`config.mk`:
```
export PLATFORM = sky130hd
export DESIGN_NAME = reg_lock_tracker_flat
export DESIGN_NICKNAME = d
export VERILOG_FILES = /design/src/rtl/reg_lock_tracker_if.sv /design/src/rtl/reg_lock_tracker.sv /design/src/flat_wrapper.sv
export SDC_FILE = /design/constraint.sdc
export NUM_CORES = 1
export LEC_CHECK = 0
export CORE_MARGIN = 2
export CORE_UTILIZATION = 45
export CTS_CLUSTER_SIZE = 16
export DETAILED_ROUTE_END_ITERATION = 7
export GPL_TIMING_DRIVEN = 0
export PLACE_DENSITY = 0.62
export SLEW_MARGIN = 30
export SYNTH_ARGS = -nofsm -noshare
export SYNTH_HDL_FRONTEND = slang
export SYNTH_SLANG_ARGS = --single-unit
```
`constraint.sdc`:
```
create_clock -name clk_i -period 8.74 [get_ports clk_i]
set_input_delay 2.622 -clock clk_i [delete_from_list [all_inputs] [get_ports clk_i]]
set_output_delay 2.622 -clock clk_i [all_outputs]
set_load 0.005 [all_outputs]
```
`src/rtl/reg_lock_tracker_if.sv`:
```
// Lock/unlock handshake bundle between the launcher/writeback side and the
// register lock scoreboard.
interface reg_lock_tracker_if #(
    parameter int NUM_REGS = 32
);
    localparam int RW = $clog2(NUM_REGS);

    logic          lock_valid_i;
    logic [RW-1:0] lock_rd_i;
    logic          lock_ready_o;
    logic          unlock_valid_i;
    logic [RW-1:0] unlock_rd_i;

    modport master (
        output lock_valid_i,
        output lock_rd_i,
        output unlock_valid_i,
        output unlock_rd_i,
        input  lock_ready_o
    );

    modport slave (
        input  lock_valid_i,
        input  lock_rd_i,
        input  unlock_valid_i,
        input  unlock_rd_i,
        output lock_ready_o
    );
endinterface

```
`src/rtl/reg_lock_tracker.sv`:
```
// Register scoreboard: counts outstanding writes per register and exposes a
// lock bit per register for the instruction launcher.
module reg_lock_tracker #(
    parameter int NUM_REGS    = 32,
    parameter int MAX_PENDING = 3
) (
    input  logic                 clk_i,
    input  logic                 arst_ni,
    input  logic                 clear_i,
    reg_lock_tracker_if.slave    bus,
    output logic [NUM_REGS-1:0]  locks_o,
    output logic                 unlock_err_o
);
    localparam int RW = $clog2(NUM_REGS);
    localparam int CW = $clog2(MAX_PENDING + 1);
    localparam logic [CW-1:0] CNT_MAX = CW'(MAX_PENDING);
    localparam logic [CW-1:0] CNT_ONE = CW'(1);

    // Register 0 is hardwired, so it has no counter.
    logic [NUM_REGS-1:1][CW-1:0] cnt_q;
    logic [NUM_REGS-1:1][CW-1:0] cnt_nxt;
    logic [CW-1:0]               lock_cnt;
    logic [CW-1:0]               unlock_cnt;
    logic                        lock_fire;
    logic                        unlock_fire;
    logic                        same_reg;
    logic                        err_set;
    logic                        inc;
    logic                        dec;
    logic                        err_q;

    always_comb begin
        lock_cnt   = '0;
        unlock_cnt = '0;
        for (int r = 1; r < NUM_REGS; r++) begin
            if (bus.lock_rd_i == RW'(r)) begin
                lock_cnt = cnt_q[r];
            end
            if (bus.unlock_rd_i == RW'(r)) begin
                unlock_cnt = cnt_q[r];
            end
        end
    end

    assign bus.lock_ready_o = (bus.lock_rd_i == '0) || (lock_cnt < CNT_MAX);

    assign lock_fire   = bus.lock_valid_i && bus.lock_ready_o && (bus.lock_rd_i != '0);
    assign unlock_fire = bus.unlock_valid_i && (bus.unlock_rd_i != '0);
    assign same_reg    = lock_fire && unlock_fire && (bus.lock_rd_i == bus.unlock_rd_i);
    // A matched lock+unlock on an idle register nets out and is not an error.
    assign err_set     = unlock_fire && (unlock_cnt == '0) && !same_reg;

    always_comb begin
        cnt_nxt = cnt_q;
        inc     = 1'b0;
        dec     = 1'b0;
        for (int r = 1; r < NUM_REGS; r++) begin
            inc = lock_fire && (bus.lock_rd_i == RW'(r));
            dec = unlock_fire && (bus.unlock_rd_i == RW'(r));
            if (inc && !dec) begin
                cnt_nxt[r] = cnt_q[r] + CNT_ONE;
            end else if (dec && !inc && (cnt_q[r] != '0)) begin
                cnt_nxt[r] = cnt_q[r] - CNT_ONE;
            end
        end
    end

    always_ff @(posedge clk_i or negedge arst_ni) begin
        if (!arst_ni) begin
            cnt_q <= '0;
            err_q <= 1'b0;
        end else if (clear_i) begin
            cnt_q <= '0;
            err_q <= 1'b0;
        end else begin
            cnt_q <= cnt_nxt;
            if (err_set) begin
                err_q <= 1'b1;
            end
        end
    end

    always_comb begin
        locks_o = '0;
        for (int r = 1; r < NUM_REGS; r++) begin
            locks_o[r] = (cnt_q[r] != '0);
        end
    end

    assign unlock_err_o = err_q;
endmodule
```
`src/flat_wrapper.sv`:
```
// flat-port wrapper written by rule: the top's interface ports become plain ports
module reg_lock_tracker_flat 
#(
    parameter int NUM_REGS    = 32,
    parameter int MAX_PENDING = 3
)
  (clk_i, arst_ni, clear_i, locks_o, unlock_err_o, bus_lock_valid_i, bus_lock_rd_i, bus_unlock_valid_i, bus_unlock_rd_i, bus_lock_ready_o);
  reg_lock_tracker_if #(.NUM_REGS(NUM_REGS)) bus_i ();
  input  logic clk_i;
  input  logic arst_ni;
  input  logic clear_i;
  output logic [NUM_REGS-1:0] locks_o;
  output logic unlock_err_o;
  input wire logic [$bits(bus_i.lock_valid_i)-1:0] bus_lock_valid_i;
  input wire logic [$bits(bus_i.lock_rd_i)-1:0] bus_lock_rd_i;
  input wire logic [$bits(bus_i.unlock_valid_i)-1:0] bus_unlock_valid_i;
  input wire logic [$bits(bus_i.unlock_rd_i)-1:0] bus_unlock_rd_i;
  output wire logic [$bits(bus_i.lock_ready_o)-1:0] bus_lock_ready_o;
  assign bus_i.lock_valid_i = bus_lock_valid_i;
  assign bus_i.lock_rd_i = bus_lock_rd_i;
  assign bus_i.unlock_valid_i = bus_unlock_valid_i;
  assign bus_i.unlock_rd_i = bus_unlock_rd_i;
  assign bus_lock_ready_o = bus_i.lock_ready_o;
  reg_lock_tracker #(.NUM_REGS(NUM_REGS), .MAX_PENDING(MAX_PENDING)) u_core (.clk_i(clk_i), .arst_ni(arst_ni), .clear_i(clear_i), .bus(bus_i), .locks_o(locks_o), .unlock_err_o(unlock_err_o));
endmodule
```
### Word-level counts from Yosys, hierarchy flattened

Index checks and enable logic that the tools add are counted.
W data, S select, Z words.

* register bits after elaboration: 63
* input port bits: 15
* output and inout bits: 34

* add/sub/neg operators: 62
* order comparisons: 1
* eq/ne operators: 63
* mux-type cells: 127
* reductions and logical operators: 293

Operator list (number)
* $mux W2: 124
* $logic_and A1 B1 Y1: 162
* $eq A5 B5 Y1 const B: 32
* $reduce_bool A3 Y1: 31
* $eq A5 B4 Y1 const B: 16
* $reduce_bool A2 Y1: 32
* $logic_not A1 Y1: 63
* $add A2 B1 Y2 const B: 31
* $mux W62: 1
* $sub A2 B1 Y2 const B: 31
* $eq A5 B3 Y1 const B: 8
* $eq A5 B2 Y1 const B: 4
* $eq A5 B1 Y1 const B: 2
* $reduce_bool A5 Y1: 2
* $eq A5 B5 Y1: 1
* $logic_not A5 Y1: 1
* $logic_not A2 Y1: 1
* $lt A2 B2 Y1 const B: 1
* $mux W1: 2
* $logic_or A1 B1 Y1: 1

### Logic depth before layout (Yosys ltp)

Gate-level depths: netlist (run 1).

* depth in word-level cells: 43
* mapped depth: 14
* mapped depth without buffers: 9

### Least setup slack after synthesis (run 1)

OpenSTA, ideal clock, no wires.

* path kind: in2out
* from: in bus_lock_rd_i[4]
* to: out bus_lock_ready_o
* arrival: 4411 ps
* required time: 6118 ps
* setup slack: 1707 ps
* stages on the path: 10
* buffers on the path: 2
* path through: buf_2 -> or3_1 -> a211oi_2 -> a21oi_1 -> o32ai_1 -> a211oi_2 -> o31ai_4 -> buf_6 -> and2_1 -> inv_1

* cells in the longest elaborated chain, start to end: 34
* elaborated cells between the ends (all ways): 65

RTL lines
* start, declared: RTL line flat_wrapper.sv:15 `input wire logic [$bits(bus_i.lock_rd_i)-1:0] bus_lock_rd_i;`
* $eq A5 B1 Y1: RTL line reg_lock_tracker.sv:36 `if (bus.lock_rd_i == RW'(r)) begin`
* $mux W2 (31 in a row): RTL line reg_lock_tracker.sv:36
* $lt A2 B2 Y1: RTL line reg_lock_tracker.sv:45 `assign bus.lock_ready_o = (bus.lock_rd_i == '0) || (lock_cnt < CNT_MAX);`
* $logic_or A1 B1 Y1 *: RTL line reg_lock_tracker.sv:45
* end, declared: RTL line flat_wrapper.sv:18 `output wire logic [$bits(bus_i.lock_ready_o)-1:0] bus_lock_ready_o;`

Mark *: on every way between the ends. The rest lies on a longest branch, timed or not.

### Worst setup path after layout (run 1)

Same ends and word-level chain as after synthesis.

==> results of run 1 <==
[how the worst max path moves through the flow]
stage / from / endpoint
CTS: bus_lock_rd_i[4] / bus_lock_ready_o
detailed placement: bus_lock_rd_i[2] / bus_lock_ready_o
global route: bus_lock_rd_i[2] / bus_lock_ready_o
floorplan: bus_lock_rd_i[4] / bus_lock_ready_o
finish: bus_lock_rd_i[4] / bus_lock_ready_o
global placement: bus_lock_rd_i[4] / bus_lock_ready_o
[area by class of cell]
type | instances | area [sq um] | share of cell area, %
Multi-Input combinational cell | 609 | 3910 | 58.0
Sequential cell | 63 | 1580 | 23.4
Timing Repair Buffer | 42 | 428 | 6.35
Buffer | 54 | 282 | 4.17
Clock buffer | 12 | 256 | 3.80
Tap cell | 172 | 215 | 3.19
Inverter | 14 | 52.6 | 0.779
Clock inverter | 4 | 20.0 | 0.297
[logic make-up (layout without fill, tap and decap cells)]
kind of cell           count (synthesis)  count (layout)
flip-flops                            63              63
AO/OA/AOI/OAI                        232             232
buffers and inverters                 68             126
other                                  1               1
AND/OR/NAND/NOR                      320             320
XOR/XNOR                              33              33
multiplexers                          23              23
[stage by stage]
step	std cells	utilization, %	instance area [sq um]	hold WS [ns]
after floorplan	740	-	5820	0.475
after global placement	953	51.1	6450	0.508
after detailed placement	954	51.2	6470	0.520
after global routing	970	53.4	6740	0.551
final	970	53.4	6740	0.547
after CTS	970	53.4	6740	0.531
[sequential cells by signal, indices dropped and copies added, names as in the netlist]
name,cells
u_core.cnt_q,62
u_core.unlock_err_o,1
[report_power, final]
part / switching (uW) / internal (uW)
Combinational: 105 / 46.6
Sequential: 4.04 / 294
Clock: 142 / 205
[layout by cell type, fill, tap and decap left out, drive strengths merged, types with 13 or more instances in the layout]
master	n
clkdlybuf4s50	40
a21oi	63
nand3b	21
nor4	20
clkbuf	38
and2	14
nor2	69
xnor2	25
nand2	51
nand2b	13
a221oi	31
dfrtp	63
inv	13
nor3	40
buf	30
or2	31
nand3	19
o21ai	73
[worst reg2reg max path, delay by kind of cell (launching register included)]
kind	cells	cell delay [ns]
compound gates	6	1.38
buf+inv	1	0.30
flops	1	0.47
simple gates	2	0.46
mux	1	0.31
[routing by layer]
layer / routed length [um] / share of wire (%) / GRT usage, %
met5: 0 / 0 / 0
met2: 11100 / 44 / 53.7
met1: 10500 / 42 / 51.0
met4: 1030 / 4.1 / 17.6
met3: 2400 / 9.6 / 6.01
==> flow_summary_export.csv, run 1 <==
group,metric,value,unit
floorplanning,num_rows,41,
grt,grt_pass1_vias,6295,
setup_path,crit_fanout,10,
route,routed_wirelength,25000,um
synthesis,yosysMostFrequentCell,"o21ai_0",
power_and_ir_drop,power,797,uW
floorplanning,pin_count,49,
cts,htree_levels,3,
sta,rsz0062_at_grt,"false",
placed_design,gp_congestion,1.03,
synthesis,async_flop_share,100,%
route,wl_per_cell,25.8,um
synthesis,syn_area_per_cell,7.87,sq um
setup_path,r2r-start,"u_core.cnt_q[28]$_DFFE_PN0P_",
setup_path,cp_cell_sequence,"clkdlybuf4s50_1, buf_2, clkbuf_1, nor2_1, a311oi_1, a21oi_2, o31ai_4, buf_6, and2_1, inv_1, clkdlybuf4s50_1",
route,drc,0,
cts,clock_sinks,63,
synthesis,synth_compound_area_share,26.5,%
cts,clk_latency,0.35,ns
grt,grt_pass1_wl,38100,um
setup_path,worst-path-stages,11,
synthesis,syn_inst,740,
layout,diodes,0,
min_path,hold_class,"reg2reg",
setup_path,cpMaxStageDelayCell,"clkdlybuf4s50_1",
setup_path,crit_family,"buffers and inverters",
synthesis,synthAdderAreaFrac,0,%
synthesis,muxShareOfSynthArea,4.98,%
synthesis,syn_area,5820,sq um
layout,fillers,1250,
cts,clockBufferDepth,2,
grt,antenna_found_initial,0,
setup_path,start_kind,"input pin",
synthesis,ys_seq_elements,63,
placed_design,hpwlAfterDp,18200,um
sta,relSlewSlack,30.2,%
placed_design,io_buffer_count,41,
setup_path,cp_num_buf_inv,6,
floorplanning,die_x,118,um
cts,cts_tree,"built",
setup_path,cp_common_cell,"clkdlybuf4s50_1",
sta,maxSlewViolCount,0,
setup_path,required,6.12,ns
sta,timing.final.crit_share,97.7,%
route,ant_nets,0,
sta,worst_pin_slew,1.05,ns
floorplanning,initial_core_util,46.2,%
synthesis,synth_top_family_by_area,"simple AND/OR/NAND/NOR gates",
layout,areaGrowthSynthToFinish,15.8,%
placed_design,post-place-ws,0.295,ns
synthesis,synthSimpleGateAreaFrac,30.7,%
job,drv_cap,0,
grt,grt_overflow,0,
floorplanning,core-area,12600,sq um
synthesis,synth_top_area_cell,"dfrtp_1",
synthesis,synth_xor_area_share,4.96,%
power_and_ir_drop,power_density,118,nW/um^2
outcome,status,"complete, no violations",
min_path,min_to,"u_core.cnt_q[58]$_DFFE_PN0P_",
power_and_ir_drop,cellLeakagePower,0.00248,uW
sta,setup_viol,0,
synthesis,seq_area_frac_synth,27.1,%
synthesis,synth_edf_count,0,
grt,grt_max_degree,33,
min_path,min_from,"u_core.cnt_q[58]$_DFFE_PN0P_",
synthesis,yosysUniqueCellTypes,75,
floorplanning,die_y,118,um
sta,hold_viol_final,0,
cts,clk_pin_slew,0.06,ns
synthesis,synth_nets,755,
synthesis,yosysWarningCount,0,
layout,final_nets,808,
sta,fmax,117,MHz
setup_path,arrival,5.92,ns
synthesis,yosys-top-cells-count,"69 x o21ai_0, 68 x nor2_1, 63 x dfrtp_1",
sta,setup_tns,0,ns
grt,grt_usage,36.2,%
setup_path,worstSetupPathType,"in2out",
route,routed_via_density,6.70,
cts,holdBufCountCts,0,
sta,min_period,8.54,ns
layout,final_layout_size_suffix_gt1_share,14.5,%
cts,cts-root-buf,"clkbuf_16",
setup_path,worst-r2r-cell-count,10,
setup_path,endpoint_kind,"output port",
synthesis,netlist.area_leader.share,27.1,%
cts,ctsResizeCount,0,
floorplanning,die-area,13900,sq um
setup_path,slowest_delay,0.49,ns
synthesis,synth.area.top_cells,"dfrtp_1 27%, o21ai_0 5.9%, a21oi_1 5.3%",
power_and_ir_drop,ir_worst_vdd,81.3,uV
setup_path,ff2ff_setup_slack,5.70,ns
setup_path,rr_endpoint,"u_core.cnt_q[44]$_DFFE_PN0P_",
cts,cts_buffers,9,
route,vias,6501,
sta,setup_slack,0.203,ns
route,drtIter0Drc,750,
min_path,min_path_cells,1,
route,first_pass_iters,6,
cts,post-cts-setup-buffers,0,
synthesis,synthFlopType,"dfrtp_1",
sta,clock_skew,0.00633,ns
Note: power is estimated with default switching activity, not from simulation.
==> run 2, diff against run 1 <==
--- a/config.mk
+++ b/config.mk
@@ -6,11 +6,11 @@
 export NUM_CORES = 1
 export LEC_CHECK = 0
 export CORE_MARGIN = 2
-export CORE_UTILIZATION = 45
+export CORE_UTILIZATION = 40
 export CTS_CLUSTER_SIZE = 16
 export DETAILED_ROUTE_END_ITERATION = 7
 export GPL_TIMING_DRIVEN = 0
-export PLACE_DENSITY = 0.62
+export PLACE_DENSITY = 0.56
 export SLEW_MARGIN = 30
 export SYNTH_ARGS = -nofsm -noshare
 export SYNTH_HDL_FRONTEND = slang
==> flow_summary_export.csv, run 2 (synthesized netlist as in run 1, its figures left out) <==
group,metric,value,unit
outcome,status,"complete, no violations",
layout,utilization,47.3,%
cts,cts_buffers,9,
layout,fillers,1417,
floorplanning,pin_count,49,
route,vias,6347,
grt,grt_overflow,0,
sta,clock_skew,0.00919,ns
setup_path,crit_fanout,10,
setup_path,worst-r2r-cell-count,11,
setup_path,worstSetupPathType,"in2out",
route,first_pass_iters,6,
job,drv_cap,0,
layout,areaGrowthSynthToFinish,16.6,%
floorplanning,num_rows,44,
route,routed_wirelength,25600,um
setup_path,arrival,6.01,ns
sta,min_period,8.63,ns
layout,regMostFlops,"u_core.cnt_q",
floorplanning,die_x,125,um
setup_path,start_kind,"input pin",
layout,final_layout_size_suffix_gt1_share,14.8,%
power_and_ir_drop,cellLeakagePower,0.00249,uW
grt,grt_pass1_vias,6313,
cts,post-cts-setup-buffers,0,
setup_path,endpoint_kind,"output port",
floorplanning,die_y,125,um
placed_design,io_buffer_count,41,
setup_path,cpMaxStageDelayCell,"o31ai_4",
grt,grt_usage,33.0,%
min_path,min_path_cells,1,
sta,setup_viol,0,
cts,clk_pin_slew,0.06,ns
setup_path,required,6.12,ns
cts,clk_latency,0.35,ns
power_and_ir_drop,p_comb_share,18.3,%
power_and_ir_drop,internal_power,577,uW
setup_path,slowest_delay,0.51,ns
power_and_ir_drop,clkPwrFrac,45.9,%
grt,antenna_found_initial,0,
sta,timing.final.crit_share,98.7,%
cts,clockBufferDepth,2,
grt,grt_max_degree,33,
layout,largest_reg_flops,62,
layout,final_cells,982,
layout,diodes,0,
placed_design,hpwlAfterDp,18800,um
route,drc,0,
sta,hold_slack,0.541,ns
floorplanning,core-area,14400,sq um
grt,grt_pass1_wl,38700,um
placed_design,gp_congestion,1.00,
layout,final_nets,808,
cts,htree_levels,3,
sta,maxSlewViolCount,0,
setup_path,cp_cell_sequence,"clkdlybuf4s50_1, buf_2, or3_1, a211oi_2, a21oi_1, o32ai_1, a211oi_2, o31ai_4, buf_6, and2_1, inv_1, clkdlybuf4s50_1",
sta,hold_viol_final,0,
cts,holdBufCountCts,0,
min_path,hold_class,"reg2reg",
cts,cts_tree,"built",
floorplanning,initial_core_util,40.5,%
layout,final_common_cell,"o21ai_0",
power_and_ir_drop,power_density,123,nW/um^2
placed_design,dp_cells,966,
sta,worst_pin_slew,1.06,ns
sta,relSlewSlack,29.3,%
sta,setup_tns,0,ns
cts,ctsResizeCount,0,
power_and_ir_drop,swShare,30.9,%
power_and_ir_drop,seqPwrFrac,35.8,%
route,ant_nets,0,
sta,fmax,116,MHz
route,drtIter0Drc,697,
floorplanning,die-area,15500,sq um
power_and_ir_drop,p_sw,258,uW
layout,most-common-layout-cells,"69 x o21ai_0, 68 x nor2_1, 63 x dfrtp_1",
route,wl_per_cell,26.1,um
cts,clock_sinks,63,
sta,rsz0062_at_grt,"false",
route,routed_via_density,6.46,
cts,cts-root-buf,"clkbuf_16",
power_and_ir_drop,ir_worst_vdd,89.6,uV
-- run 2: cell types whose count changed in the layout (fill, tap and decap cells not counted), sizes merged --
cell	previous run	this run
bufinv	0	1
clkinvlp	0	1
clkinv	5	4
clkbuf	38	37
-- run 2: power groups by stage --
stage                     Clock [uW]  Sequential [uW]  Combinational, uW
after floorplan                    0              302               87.6
after detailed placement           0              303                149
final                            383              299                153
after global routing             399              299                162
after CTS                        388              298                149
after global placement             0              303                148
-- run 2: final timing paths --
path	to	from	slack, ns
max in group asynchronous	u_core.cnt_q[28]$_DFFE_PN0P_	arst_ni	5.98
min in group asynchronous	u_core.cnt_q[9]$_DFFE_PN0P_	arst_ni	2.22
worst min register to register	u_core.cnt_q[54]$_DFFE_PN0P_	u_core.cnt_q[54]$_DFFE_PN0P_	0.54
worst max register to register	u_core.unlock_err_o$_DFFE_PN0P_	u_core.cnt_q[1]$_DFFE_PN0P_	5.66
worst max-delay path	bus_lock_ready_o	bus_lock_rd_i[4]	0.11
worst min-delay path	u_core.cnt_q[54]$_DFFE_PN0P_	u_core.cnt_q[54]$_DFFE_PN0P_	0.54
-- run 2: layout make-up --
cell class / instances / area [sq um] / area share, %
multi-input combinational: 609 / 3910 / 57.6
sequential: 63 / 1580 / 23.2
timing repair buffer: 42 / 428 / 6.30
buffer: 54 / 283 / 4.16
clock buffer: 11 / 253 / 3.72
tap: 184 / 230 / 3.39
clock inverter: 5 / 56.3 / 0.829
inverter: 14 / 52.6 / 0.774
-- run 2: routing by layer --
metal / global-route usage, % / vias to the layer above / wire, um
met4: 16.0 / 0 / 1070
met2: 48.9 / 341 / 11100
li1: - / 2863 / -
met5: 0 / - / 0
met3: 8.72 / 62 / 2210
met1: 44.7 / 3081 / 11200
-- run 2: worst max-delay path: cells and delay by family --
| family | cells | cell delay [ns] |
|---|---|---|
| AOI/OAI and AO/OA | 5 | 1.36 |
| and+or+nand+nor | 2 | 0.63 |
| buffers and inverters | 5 | 1.38 |
-- run 2: per-stage QoR --
step                      total power (uW)  instance area [sq um]  worst slack (ns)
final                                  834                   6790             0.113
after global routing                   860                   6790            0.0245
after CTS                              835                   6790             0.164
after detailed placement               452                   6480             0.190
after global placement                 451                   6460             0.125
after floorplan                        389                   5820              1.71
